--- config.mk ---
export PLATFORM = sky130hd
export DESIGN_NAME = div_job_sequencer
export DESIGN_NICKNAME = d
export VERILOG_FILES = /design/src/rtl/div_job_sequencer.sv
export SDC_FILE = /design/constraint.sdc
export NUM_CORES = 1
export LEC_CHECK = 0
export CORE_MARGIN = 2
export CORE_UTILIZATION = 56
export CTS_CLUSTER_DIAMETER = 50
export DETAILED_ROUTE_END_ITERATION = 12
export PLACE_DENSITY_LB_ADDON = 0.3
export SETUP_SLACK_MARGIN = 0.1
export SLEW_MARGIN = 10
export SYNTH_ARGS = -nofsm -noshare
export SYNTH_HDL_FRONTEND = slang
export SYNTH_SLANG_ARGS = --single-unit
--- constraint.sdc ---
create_clock -name clk -period 6.25 [get_ports clk]
set_input_delay 1.25 -clock clk [delete_from_list [all_inputs] [get_ports clk]]
set_output_delay 1.25 -clock clk [all_outputs]
set_load 0.02 [all_outputs]
--- src/rtl/div_job_sequencer.sv ---
//------------------------------------------------------------------------------
// div_job_sequencer
//
// Purpose:
//    Queues division jobs in a small FIFO and feeds them one at a time to an
//    external iterative divider. For each job it pulses a divider clear,
//    issues a start, waits for done or error, then holds the result on a
//    valid/ready output port until the consumer takes it.
//
// Optional feature:
//    DIV_TIMEOUT_EN - when defined, adds parameter 'timeout' and a watchdog
//                     counter. A job that gets no done/error within
//                     'timeout' cycles of being issued is retired with
//                     out_error=1 and a zero payload.
//
// Ports:
//    clk, rst                        single clock, synchronous active-high reset
//    in_valid / in_ready             upstream job handshake
//    in_dividend, in_divisor         job operands (width bits)
//    in_signed                       job is a signed division
//    out_valid / out_ready           downstream result handshake
//    out_quotient, out_remainder     result payload (width bits)
//    out_error                       job ended in a divider error or timeout
//    div_rst, div_start              divider clear and start strobes
//    div_signed_op                   divider signed-mode select
//    div_dividend, div_divisor       divider operands
//    div_quotient, div_remainder     divider results
//    div_done, div_error, div_busy   divider status
//------------------------------------------------------------------------------
module div_job_sequencer #(
   parameter int width = 8,
   parameter int depth = 4
`ifdef DIV_TIMEOUT_EN
   ,
   parameter int timeout = 64
`endif
) (
   input  logic             clk,
   input  logic             rst,
   input  logic             in_valid,
   output logic             in_ready,
   input  logic [width-1:0] in_dividend,
   input  logic [width-1:0] in_divisor,
   input  logic             in_signed,
   output logic             out_valid,
   input  logic             out_ready,
   output logic [width-1:0] out_quotient,
   output logic [width-1:0] out_remainder,
   output logic             out_error,
   output logic             div_rst,
   output logic             div_start,
   output logic             div_signed_op,
   output logic [width-1:0] div_dividend,
   output logic [width-1:0] div_divisor,
   input  logic [width-1:0] div_quotient,
   input  logic [width-1:0] div_remainder,
   input  logic             div_done,
   input  logic             div_error,
   input  logic             div_busy
);

   localparam int aw = (depth > 1) ? $clog2(depth) : 1;
   localparam logic [aw:0] full_count = (aw+1)'(depth);

   typedef enum logic [2:0] {
      IDLE,
      CLEAR,
      ISSUE,
      WAIT,
      OUTPUT
   } state_t;

   state_t state, state_next;

   logic [width-1:0] mem_dividend [depth];
   logic [width-1:0] mem_divisor  [depth];
   logic             mem_signed   [depth];

   logic [aw-1:0] wr_ptr, rd_ptr;
   logic [aw:0]   count;
   logic          full, empty, push, pop;

   logic [width-1:0] op_dividend, op_divisor;
   logic             op_signed;

   logic capture, timed_out, to_expired;

   assign full     = (count == full_count);
   assign empty    = (count == '0);
   assign in_ready = !full;
   assign push     = in_valid && in_ready;

   assign out_valid     = (state == OUTPUT);
   assign div_start     = (state == ISSUE);
   assign div_rst       = rst || (state == CLEAR);
   assign div_dividend  = op_dividend;
   assign div_divisor   = op_divisor;
   assign div_signed_op = op_signed;

   // Storage needs no reset: an entry is only read after it has been written.
   always_ff @(posedge clk) begin
      if (push) begin
         mem_dividend[wr_ptr] <= in_dividend;
         mem_divisor[wr_ptr]  <= in_divisor;
         mem_signed[wr_ptr]   <= in_signed;
      end
   end

   // Pointers wrap naturally because depth is a power of two.
   always_ff @(posedge clk) begin
      if (rst) begin
         wr_ptr <= '0;
         rd_ptr <= '0;
         count  <= '0;
      end else begin
         if (push) wr_ptr <= wr_ptr + 1'b1;
         if (pop)  rd_ptr <= rd_ptr + 1'b1;
         case ({push, pop})
            2'b10:   count <= count + 1'b1;
            2'b01:   count <= count - 1'b1;
            default: count <= count;
         endcase
      end
   end

   // The popped head entry is held here so the divider operands stay put
   // while the FIFO keeps accepting new jobs.
   always_ff @(posedge clk) begin
      if (rst) begin
         op_dividend <= '0;
         op_divisor  <= '0;
         op_signed   <= 1'b0;
      end else if (pop) begin
         op_dividend <= mem_dividend[rd_ptr];
         op_divisor  <= mem_divisor[rd_ptr];
         op_signed   <= mem_signed[rd_ptr];
      end
   end

`ifdef DIV_TIMEOUT_EN
   localparam int tw = $clog2(timeout + 1);
   localparam logic [tw-1:0] to_last = tw'(timeout - 1);

   logic [tw-1:0] to_cnt;

   // Cleared while in CLEAR so it reads zero on the first ISSUE cycle; the
   // job is retired on the edge after it reaches timeout-1.
   always_ff @(posedge clk) begin
      if (rst || state == CLEAR) begin
         to_cnt <= '0;
      end else if ((state == ISSUE || state == WAIT) && to_cnt != to_last) begin
         to_cnt <= to_cnt + 1'b1;
      end
   end

   assign to_expired = (to_cnt == to_last);
`else
   assign to_expired = 1'b0;
`endif

   always_ff @(posedge clk) begin
      if (rst) begin
         state <= IDLE;
      end else begin
         state <= state_next;
      end
   end

   // A real divider response wins over a timeout that expires in the same cycle.
   always_comb begin
      state_next = state;
      pop        = 1'b0;
      capture    = 1'b0;
      timed_out  = 1'b0;
      unique case (state)
         IDLE: begin
            if (!empty) begin
               pop        = 1'b1;
               state_next = CLEAR;
            end
         end
         CLEAR: begin
            state_next = ISSUE;
         end
         ISSUE: begin
            if (div_done || div_error) begin
               capture    = 1'b1;
               state_next = OUTPUT;
            end else if (to_expired) begin
               capture    = 1'b1;
               timed_out  = 1'b1;
               state_next = OUTPUT;
            end else if (div_busy) begin
               state_next = WAIT;
            end
         end
         WAIT: begin
            if (div_done || div_error) begin
               capture    = 1'b1;
               state_next = OUTPUT;
            end else if (to_expired) begin
               capture    = 1'b1;
               timed_out  = 1'b1;
               state_next = OUTPUT;
            end
         end
         OUTPUT: begin
            if (out_ready) state_next = IDLE;
         end
         default: begin
            state_next = IDLE;
         end
      endcase
   end

   // The payload is captured once on entry to OUTPUT and held until taken;
   // the divider's result bits are meaningless on an error, so they are zeroed.
   always_ff @(posedge clk) begin
      if (rst) begin
         out_quotient  <= '0;
         out_remainder <= '0;
         out_error     <= 1'b0;
      end else if (capture) begin
         if (timed_out || div_error) begin
            out_quotient  <= '0;
            out_remainder <= '0;
            out_error     <= 1'b1;
         end else begin
            out_quotient  <= div_quotient;
            out_remainder <= div_remainder;
            out_error     <= 1'b0;
         end
      end
   end

endmodule

==> impl_metrics.py <==
metrics = {
    "status": {
        "outcome": "finished clean",
    },
    "logic_synthesis": {
        "synth-seq-cells": 112,
        "synthFlopType": "edfxtp_1",
        "netlist_area_sq_mm": 0.00442,
        "syn-num-nets": 367,
        "async_reset_ff_frac": 0,
        "synth_area_leader_cell": "edfxtp_1",
        "avgSynthCellArea_sq_um": 13.8,
        "netlist_instances": 321,
        "yosysSeqAreaShare": 0.661,
        "ys_warn_count": 0,
        "synthTopCellsByArea": "edfxtp_1 46%, dfxtp_1 20%, mux4_2 8.7%",
        "synth_top_area_frac": 0.462,
        "ys_types": 36,
        "synth_edf_count": 68,
    },
    "clocking": {
        "ctsHoldBuffers": 0,
        "clk_pin_slew_ns": 0.10,
        "cts_tree": "done",
        "h-tree-depth": 3,
        "cts_sinks": 112,
        "postCtsSetupRepairBufs": 0,
        "clockBufferDepth": 2,
        "cts_inserted_buffers": 9,
        "clockRootBuffer": "clkbuf_8",
        "clock_latency_ns": 0.36,
        "cts_resized": 0,
    },
    "route": {
        "dr.pass1.iters": 4,
        "first_iter_violations": 220,
        "vias_per_cell": 5.84,
        "postRouteWirelength_mm": 8.52,
        "ant_nets": 0,
        "wl_per_cell_um": 17.3,
        "vias": 2874,
        "drcViolationCount": 0,
    },
    "timing": {
        "slew_headroom": 0.175,
        "rsz0062_at_grt": "no",
        "max_clock_freq_mhz": 239,
        "fin_worst_skew_ns": 0.00877,
        "setup_viol_count_final": 0,
        "finalMaxSlewViolations": 0,
        "period_share": 0.670,
        "fin_tns_setup_ns": 0,
        "hold_viol": 0,
        "period_needed_ns": 4.19,
        "tightest_slew_ns": 1.24,
    },
    "grt": {
        "grt_pass1_wl_mm": 13.8,
        "grt_start_max_net_pins": 47,
        "track_usage": 0.208,
        "antenna_found_initial": 0,
        "grt_pass1_vias": 2814,
        "overflow": 0,
    },
    "hold_path": {
        "hp-class": "reg -> reg",
    },
    "floorplanning": {
        "die_area_sq_mm": 0.00863,
        "io_pins": 78,
        "initial_core_util": 0.576,
        "die_w_um": 92.9,
        "die_h_um": 92.9,
        "rows": 32,
        "coreArea_sq_mm": 0.00769,
    },
    "critical_path": {
        "cp-end-kind": "output port",
        "critical_path_class": "in -> out",
        "cp_max_fo": 46,
        "crit_arrival_ns": 2.94,
        "cp.required_ns": 5.00,
        "cp-start-kind": "input pin",
    },
    "final_layout": {
        "antennaDiodeCount": 0,
        "multi_input_area_sq_mm": 0.00134,
        "stdcell_area_sq_mm": 0.00539,
        "regArea_sq_mm": 0.00292,
        "finalNetCount": 431,
        "drive_above_1_share": 0.103,
        "fillers": 542,
        "fin_util": 0.701,
        "final_common_cell": "clkdlybuf4s50_1",
        "synthToLayoutAreaGrowth_pct": 21.9,
        "final_cell_mix": "77 x clkdlybuf4s50_1, 68 x edfxtp_1, 44 x dfxtp_1",
    },
    "power_and_ir_drop": {
        "vdd_ir_drop_max_v": 0.000209,
        "p_leak_nw": 1.73,
        "powerDensity_mw_per_mm2": 375,
    },
    "placement": {
        "portBuffers": 77,
        "dpl_cell_area_sq_mm": 0.00522,
        "place.gp.congestion": 0.746,
        "detailed_place_hpwl_mm": 5.43,
    },
    "run": {
        "drv_cap": 0,
    },
}
-- routing by layer --
layer	global-route usage	vias to the layer above	part of all wire
met2	0.350	103	0.51
met4	0.0711	0	0.015
met5	0	-	0
met3	0.0399	10	0.057
li1	-	1348	-
met1	0.275	1413	0.42
-- layout make-up --
type	count	area share
Clock inverter	6	0.00859
Sequential cell	112	0.542
Tap cell	102	0.0237
Clock buffer	10	0.0237
Inverter	9	0.00627
Timing Repair Buffer	80	0.147
Multi-Input combinational cell	173	0.249
-- worst paths after layout --
| check | to | from | depth (start not counted) | slack, ns |
|---|---|---|---|---|
| setup reg to reg | count[2] | count[0] | 8 | 3.72 |
| setup / recovery | div_rst | rst | 4 | 2.06 |
| hold reg to reg | out_remainder[5] | out_remainder[5] | 2 | 0.48 |
| hold / removal | out_remainder[5] | out_remainder[5] | 2 | 0.48 |
-- cell families after synthesis --
family,Yosys count,synth area share
adders and majority gates,6,0.0187
DFF,112,0.661
and+or+nand+nor,62,0.0880
xor gates and xnor gates,2,0.00396
muxes,17,0.0865
AOI/OAI and AO/OA,86,0.105
buffers and inverters,36,0.0376
-- sequential cells by signal, indices dropped and copies added, names as in the netlist, 2 cells and up --
signal,count
mem_signed,4
mem_dividend,32
mem_divisor,32
out_quotient,8
count,3
rd_ptr,2
wr_ptr,2
div_divisor,8
div_dividend,8
state,3
out_remainder,8
-- stage by stage --
| step | setup slack, ns | instances | hold WS, ns | total power, mW |
|---|---|---|---|---|
| finish | 2.06 | 492 | 0.481 | 2.02 |
| global route | 1.97 | 492 | 0.505 | 2.14 |
| CTS | 2.06 | 492 | 0.480 | 2.04 |
| detailed placement | 2.06 | 476 | 0.465 | 1.66 |
| global placement | 2.08 | 476 | 0.458 | 1.65 |
| floorplan | 3.23 | 321 | 0.474 | 1.43 |
-- worst max-delay path, cell delays in order --
cell and delay, ns:
clkdlybuf4s50_1 0.45, buf_4 0.41, o21bai_1 0.19, clkdlybuf4s50_1 0.62
-- Yosys cell counts, types with 2 or more instances --
| library cell | number |
|---|---|
| dfxtp_1 | 44 |
| xor2_1 | 2 |
| buf_2 | 7 |
| buf_6 | 2 |
| a21o_1 | 2 |
| mux4_2 | 17 |
| nor2_1 | 8 |
| nand3_1 | 19 |
| nand4b_1 | 16 |
| and3_1 | 4 |
| ha_1 | 5 |
| a21oi_1 | 41 |
| edfxtp_1 | 68 |
| buf_1 | 3 |
| clkbuf_1 | 13 |
| nand2_1 | 3 |
| o21ai_0 | 37 |
| inv_1 | 9 |
| buf_4 | 2 |
| or3_1 | 3 |
-- power by group --
part | switching (mW) | internal [mW] | leakage [nW]
Combinational | 0.382 | 0.308 | 0.667
Clock | 0.232 | 0.147 | 0.0781
Sequential | 0.0623 | 0.889 | 0.982
Total | 0.677 | 1.34 | 1.73
Note: power is estimated with default switching activity, not from simulation.
